==> src/rtl/vec_pipe_pkg.sv <==
// Shared types and helpers for the vector pipeline front end.
//   INSTR_W / ADDR_W : instruction and address widths
//   fetch_entry_t    : one fetched word together with its byte address
//   word_align       : clears the byte-offset bits of an address
package vec_pipe_pkg;

  localparam int INSTR_W = 32;
  localparam int ADDR_W  = 32;

  typedef struct packed {
    logic [31:0] instr;
    logic [31:0] pc;
  } fetch_entry_t;

  function automatic logic [ADDR_W-1:0] word_align(input logic [ADDR_W-1:0] addr);
    return {addr[ADDR_W-1:2], 2'b00};
  endfunction

endpackage

==> src/rtl/fetch_queue.sv <==
// Small circular buffer of fetch_entry_t between instruction memory and Decode.
//   clk, RST   : clock, asynchronous active-high reset
//   push       : write push_entry at the tail
//   pop        : retire the head entry
//   clear      : drop every entry; wins over push and pop
//   head       : current head entry (last shown head while empty)
//   count      : occupancy, 0..DEPTH
// DEPTH must be a power of two so the pointers wrap naturally.
module fetch_queue
  import vec_pipe_pkg::*;
#(
  parameter int           DEPTH      = 2,
  parameter fetch_entry_t RESET_HEAD = '0,
  localparam int          PTR_W      = $clog2(DEPTH),
  localparam int          CNT_W      = PTR_W + 1
) (
  input  logic               clk,
  input  logic               RST,
  input  logic               push,
  input  fetch_entry_t       push_entry,
  input  logic               pop,
  input  logic               clear,
  output fetch_entry_t       head,
  output logic [CNT_W-1:0]   count
);

  fetch_entry_t             mem_r [DEPTH];
  fetch_entry_t             last_head_r;
  fetch_entry_t             head_s;
  logic [PTR_W-1:0]         rd_ptr_r;
  logic [PTR_W-1:0]         wr_ptr_r;
  logic [CNT_W-1:0]         count_r;

  // Pointer and occupancy bookkeeping; clear resets everything to empty.
  always_ff @(posedge clk or posedge RST) begin
    if (RST) begin
      rd_ptr_r <= '0;
      wr_ptr_r <= '0;
      count_r  <= '0;
    end else if (clear) begin
      rd_ptr_r <= '0;
      wr_ptr_r <= '0;
      count_r  <= '0;
    end else begin
      if (push) wr_ptr_r <= wr_ptr_r + PTR_W'(1);
      if (pop)  rd_ptr_r <= rd_ptr_r + PTR_W'(1);
      count_r <= count_r + CNT_W'(push) - CNT_W'(pop);
    end
  end

  // Entry storage; contents are only meaningful between rd_ptr and wr_ptr.
  always_ff @(posedge clk) begin
    if (push && !clear) mem_r[wr_ptr_r] <= push_entry;
  end

  // While empty, keep presenting whatever head was shown last.
  always_comb begin
    if (count_r != '0) head_s = mem_r[rd_ptr_r];
    else               head_s = last_head_r;
  end

  // Remember the presented head for the empty case.
  always_ff @(posedge clk or posedge RST) begin
    if (RST) last_head_r <= RESET_HEAD;
    else     last_head_r <= head_s;
  end

  assign head  = head_s;
  assign count = count_r;

endmodule

==> src/rtl/vec_fetch_stage.sv <==
// Instruction-fetch stage feeding Decode.
// Issues one-word reads to a 1-cycle-latency instruction memory, queues the
// returned words and presents the queue head to Decode. Redirects flush the
// queue and any arriving wrong-path word, and restart fetch at the target.
//   clk, RST                 : clock, asynchronous active-high reset
//   imem_req/imem_addr       : read request and word-aligned byte address
//   imem_rdata               : read data, one cycle after the request
//   stall_d                  : Decode cannot take the head this cycle
//   redirect/redirect_pc     : new fetch target (bits [1:0] ignored)
//   InstrD/PCD/PCPlus4D      : head instruction, its address, address + 4
//   valid_d                  : head is a real instruction
//   stall_cycles/redirects   : performance counters, only with FETCH_PERF_EN
// Optional feature macro: FETCH_PERF_EN.
module vec_fetch_stage
  import vec_pipe_pkg::*;
#(
  parameter logic [31:0] RESET_PC = 32'h0000_0000,
  parameter int          DEPTH    = 2
) (
  input  logic        clk,
  input  logic        RST,
  output logic        imem_req,
  output logic [31:0] imem_addr,
  input  logic [31:0] imem_rdata,
  input  logic        stall_d,
  input  logic        redirect,
  input  logic [31:0] redirect_pc,
  output logic [31:0] InstrD,
  output logic [31:0] PCD,
  output logic [31:0] PCPlus4D,
  output logic        valid_d
`ifdef FETCH_PERF_EN
  ,
  output logic [31:0] stall_cycles,
  output logic [31:0] redirects
`endif
);

  localparam int CNT_W = $clog2(DEPTH) + 1;
  localparam int CRD_W = CNT_W + 1;

  logic [31:0]      pc_r;
  logic [31:0]      req_addr_r;
  logic             inflight_r;
  logic [CNT_W-1:0] count_s;
  logic [CRD_W-1:0] credit_s;
  logic [31:0]      addr_s;
  logic             valid_s;
  logic             pop_s;
  logic             push_s;
  logic             issue_s;
  fetch_entry_t     head_s;
  fetch_entry_t     push_entry_s;

  // Issue/credit logic: a request is only sent if its word is guaranteed a
  // queue slot, counting what Decode retires this cycle. Redirects always issue.
  always_comb begin
    valid_s      = (count_s != '0) && !redirect;
    pop_s        = valid_s && !stall_d;
    credit_s     = CRD_W'(count_s) + CRD_W'(inflight_r) - CRD_W'(pop_s);
    issue_s      = redirect || (credit_s < CRD_W'(DEPTH));
    addr_s       = redirect ? word_align(redirect_pc) : pc_r;
    push_s       = inflight_r && !redirect;
    push_entry_s = '{instr: imem_rdata, pc: req_addr_r};
  end

  // Sequential PC, in-flight flag and address of the outstanding request.
  always_ff @(posedge clk or posedge RST) begin
    if (RST) begin
      pc_r       <= RESET_PC;
      req_addr_r <= RESET_PC;
      inflight_r <= 1'b0;
    end else begin
      inflight_r <= issue_s;
      if (issue_s) begin
        pc_r       <= addr_s + 32'd4;
        req_addr_r <= addr_s;
      end
    end
  end

  fetch_queue #(
    .DEPTH      (DEPTH),
    .RESET_HEAD (fetch_entry_t'{instr: 32'h0000_0000, pc: RESET_PC})
  ) u_queue (
    .clk        (clk),
    .RST        (RST),
    .push       (push_s),
    .push_entry (push_entry_s),
    .pop        (pop_s),
    .clear      (redirect),
    .head       (head_s),
    .count      (count_s)
  );

  assign imem_req  = issue_s && !RST;
  assign imem_addr = addr_s;
  assign InstrD    = head_s.instr;
  assign PCD       = head_s.pc;
  assign PCPlus4D  = head_s.pc + 32'd4;
  assign valid_d   = valid_s;

`ifdef FETCH_PERF_EN
  logic [31:0] stall_cycles_r;
  logic [31:0] redirects_r;

  // Free-running event counters, wrapping at 2^32.
  always_ff @(posedge clk or posedge RST) begin
    if (RST) begin
      stall_cycles_r <= 32'd0;
      redirects_r    <= 32'd0;
    end else begin
      if (valid_s && stall_d) stall_cycles_r <= stall_cycles_r + 32'd1;
      if (redirect)           redirects_r    <= redirects_r + 32'd1;
    end
  end

  assign stall_cycles = stall_cycles_r;
  assign redirects    = redirects_r;
`endif

endmodule
==> config.mk <==
export PLATFORM = sky130hd
export DESIGN_NAME = vec_fetch_stage
export DESIGN_NICKNAME = d
export VERILOG_FILES = /design/src/rtl/vec_pipe_pkg.sv /design/src/rtl/fetch_queue.sv /design/src/rtl/vec_fetch_stage.sv
export SDC_FILE = /design/constraint.sdc
export NUM_CORES = 1
export LEC_CHECK = 0
export BUFFER_PORTS_ARGS = -buffer_cell sky130_fd_sc_hd__buf_2
export CORE_UTILIZATION = 55
export DETAILED_ROUTE_END_ITERATION = 6
export PLACE_DENSITY = 0.8
export SYNTH_ARGS = -nofsm -noshare
export SYNTH_HDL_FRONTEND = slang
export SYNTH_SLANG_ARGS = --single-unit
==> constraint.sdc <==
create_clock -name clk -period 6.2 [get_ports clk]
set_input_delay 1.24 -clock clk [delete_from_list [all_inputs] [get_ports clk]]
set_output_delay 1.24 -clock clk [all_outputs]
set_load 0.03 [all_outputs]
==> run summary <==
Rows: 51
DRC viols: 0
RSZ-0062 raised after global routing: false
Reg2reg setup slack: 2.26 ns
Antenna diodes: 0
Data required, critical path: 4.96 ns
Mapped Cells: 895
Gr ovfl total: 0
Die area: 20,820 sq um
Worst path bufs/invs: 2
Tcrit/Tclk final: 84.39%
Via density: 5.434
Max Cap Violations: 0
Fillers: 1,458
CP endpoint kind: primary output
HPWL after DPL: 16,300 microns
Synth Flop Type: dfrtp_1
Crit Path Class: register to primary output
Nets: 1,158
Post-DRT Antenna Nets: 0
Max stage delay on crit path: 0.67 ns
DR WL met3: 1587 microns
PortBufs: 195
Max transition margin: 20.44%
Initial antenna violation count: 1
Synthesis-stage register bit count: 259
Yosys cell types: 55
Largest net degree at the start of global routing: 87
Pre-antenna DRT Iters: 5
Fin Setup TNS: 0 ns
Crit path max fanout: 24
Clock Tree Buf Depth: 3
Metal1 wirelength: 10,180 microns
Synthesized area: 11,130 sq um
Worst r2r path cells: 13
Core Area: 19,650 sq um
Sequential fraction of the synthesis area: 63.96%
Initial drt markers: 453
Clk sinks: 259
DRT Wirelength: 23,870 microns
Starting Density: 56.65%
CTS root buffer: clkbuf_16
Multi-input gate area: 3593 sq um
Routed WL per cell: 17.43 microns
Worst min path class: register to register
Outcome: finished clean
Critical Path AT: 3.99 ns
EDFF count, synth: 128
Hold Violations, Final: 0
CTS tree: built
Storage cell area: 7126 sq um
Number of warnings issued by yosys: 0
WL met2: 11,460 microns
Total nets after synthesis: 969
Mean Syn Cell Area: 12.44 sq um
H-tree level count: 1
TritonCTS buffer count: 26
Worst hold path endpoint: u_queue.mem_r[1][13]
Hold Startpoint: req_addr_r[13]
Final Critical Period: 5.232 ns
Vias post-DR: 7,439
Global-route wire length before repair: 37,230 microns
Routability Congestion: 0.8800
Post_cts resized: 0
Max Used Layer: met5
Clock Skews: 0.01142 ns
Critical path's slowest cell: dfrtp_1
Worst skew pair latency: 0.52 ns
FF-to-FF Start: u_queue.count[0]
Crit-path leading delay family: simple AND/OR/NAND/NOR gates
Hold Crit Depth: 0
Worst-margin pin slew: 1.193 ns
Top Ports: 198
Layout cell share with drive strength beyond 1: 24.91%
Chip width: 144.3 microns
Achievable Freq: 191.1 MHz
Total track usage: 23.42%
Reg clk slew, reported paths: 0.06 ns
# hold bufs at CTS: 0
# setup viols final: 0
Max Slew Vio Count: 0
FFs w/ async S/R, synth: 50.58%
Reg-to-Reg End: req_addr_r[20]
Layout area overhead: 18.31%
Postcts setup bufs: 0
CP cell instances: or2_1, buf_4, a21oi_1, and4_1, nand4_1, nor4_1, xor2_1, buf_2
Die Y-Extent: 144.3 microns
Crit start category: register
Vias in the first global route: 7,162
==> worst register-to-register path, stage by stage (launching register included) <==
cell,delay [ns]
dfrtp_1,0.85
nor2_4,0.07
nor3_1,0.16
ha_1,0.25
inv_1,0.07
nand2_1,0.06
fa_1,0.38
xnor2_1,0.14
a21oi_2,0.57
buf_4,0.28
inv_2,0.29
buf_4,0.43
nor2_1,0.18
a21oi_1,0.05
==> layout by cell type (no fill, tap or decap), types with 3 or more instances in the layout <==
| cell type | instances |
|---|---|
| nor3b_1 | 4 |
| a21oi_2 | 3 |
| clkbuf_16 | 28 |
| nand3_1 | 16 |
| xor2_1 | 13 |
| edfxtp_1 | 128 |
| xnor2_1 | 45 |
| clkinv_2 | 4 |
| nand4_1 | 8 |
| bufinv_16 | 3 |
| nor3_1 | 31 |
| and2_1 | 3 |
| mux2_2 | 11 |
| buf_2 | 195 |
| nor4_1 | 10 |
| a21o_1 | 3 |
| o21ai_0 | 42 |
| clkbuf_1 | 7 |
| inv_1 | 43 |
| nand3b_1 | 9 |
| ha_1 | 5 |
| dfrtp_1 | 130 |
| nor2b_1 | 6 |
| buf_4 | 11 |
| a21oi_1 | 66 |
| nor2_1 | 79 |
| nand2_1 | 68 |
| mux2i_1 | 89 |
==> cells by family after synthesis <==
logic type	Yosys count	synth area share (%)
AO/OA/AOI/OAI	129	6.540
AND/OR/NAND/NOR	252	11.03
XOR/XNOR	58	4.562
multiplexers	101	9.248
adder cells (fa/ha/maj)	6	0.7417
flip-flops	259	63.96
buffers and inverters	90	3.910
==> how the worst max path moves through the flow <==
| stage | from | to | slack (ns) | cells after the start |
|---|---|---|---|---|
| 2_1_floorplan | redirect | u_queue.mem_r[0][0] | 0.68 | 7 |
| 3_3_place_gp | redirect | imem_req | 1.40 | 10 |
| 3_5_place_dp | redirect | imem_req | 1.40 | 10 |
| 4_1_cts | u_queue.count[0] | PCPlus4D[31] | 0.95 | 8 |
| 5_1_grt | u_queue.count[0] | PCPlus4D[31] | 0.64 | 8 |
| 6_report | u_queue.count[0] | PCPlus4D[31] | 0.97 | 8 |
==> layer usage <==
metal,track usage [%],up-vias
met5,0,-
met4,7.313,2
met3,4.404,49
met2,38.41,254
met1,31.70,3595
li1,-,3539
==> sequential cells by signal (all words and copies together), names as in the netlist <==
name                 cells
u_queue.last_head_r     64
u_queue.count            2
u_queue.rd_ptr_r         1
u_queue.mem_r          128
inflight_r               1
u_queue.wr_ptr_r         1
pc_r                    32
req_addr_r              30
==> per-stage QoR <==
stage / instance area, sq um / instances / setup slack (ns) / hold WS [ns] / util (%)
final: 13170 / 1369 / 0.9681 / 0.4765 / 67.02
after global routing: 13170 / 1369 / 0.6391 / 0.4896 / 67.02
after CTS: 13170 / 1369 / 0.9498 / 0.4733 / 67.02
after detailed placement: 12280 / 1321 / 1.400 / 0.4564 / 62.50
after global placement: 12280 / 1321 / 1.405 / 0.4513 / 62.50
after floorplan: 11130 / 895 / 0.6808 / 0.4427 / -
==> synth_stat cells, types with 9 or more instances <==
cell type	instances	area, sq um
nand3_1	16	80.08
xnor2_1	45	394.1
nand3b_1	9	67.56
inv_1	44	165.2
mux2i_1	89	890.9
o21ai_0	42	210.2
mux2_2	11	123.9
xor2_1	13	113.9
nand2_1	68	255.2
buf_2	11	55.05
a21oi_1	66	330.3
nor2_1	80	300.3
nor3_1	31	155.2
dfrtp_1	131	3278
nor4_1	10	62.56
edfxtp_1	128	3844
clkbuf_1	20	75.07
==> cell type report <==
| type | instances | share of cell area [%] |
|---|---|---|
| clock inverters | 12 | 1.130 |
| inverters | 45 | 1.320 |
| repair buffers | 206 | 8.036 |
| multi-input cells | 546 | 27.28 |
| flip-flops and latches | 259 | 54.09 |
| well taps | 265 | 2.517 |
| clock buffers | 36 | 5.623 |
Power is not shown: default switching activity piles up to over one toggle a cycle in this logic, so the estimate is an artifact.
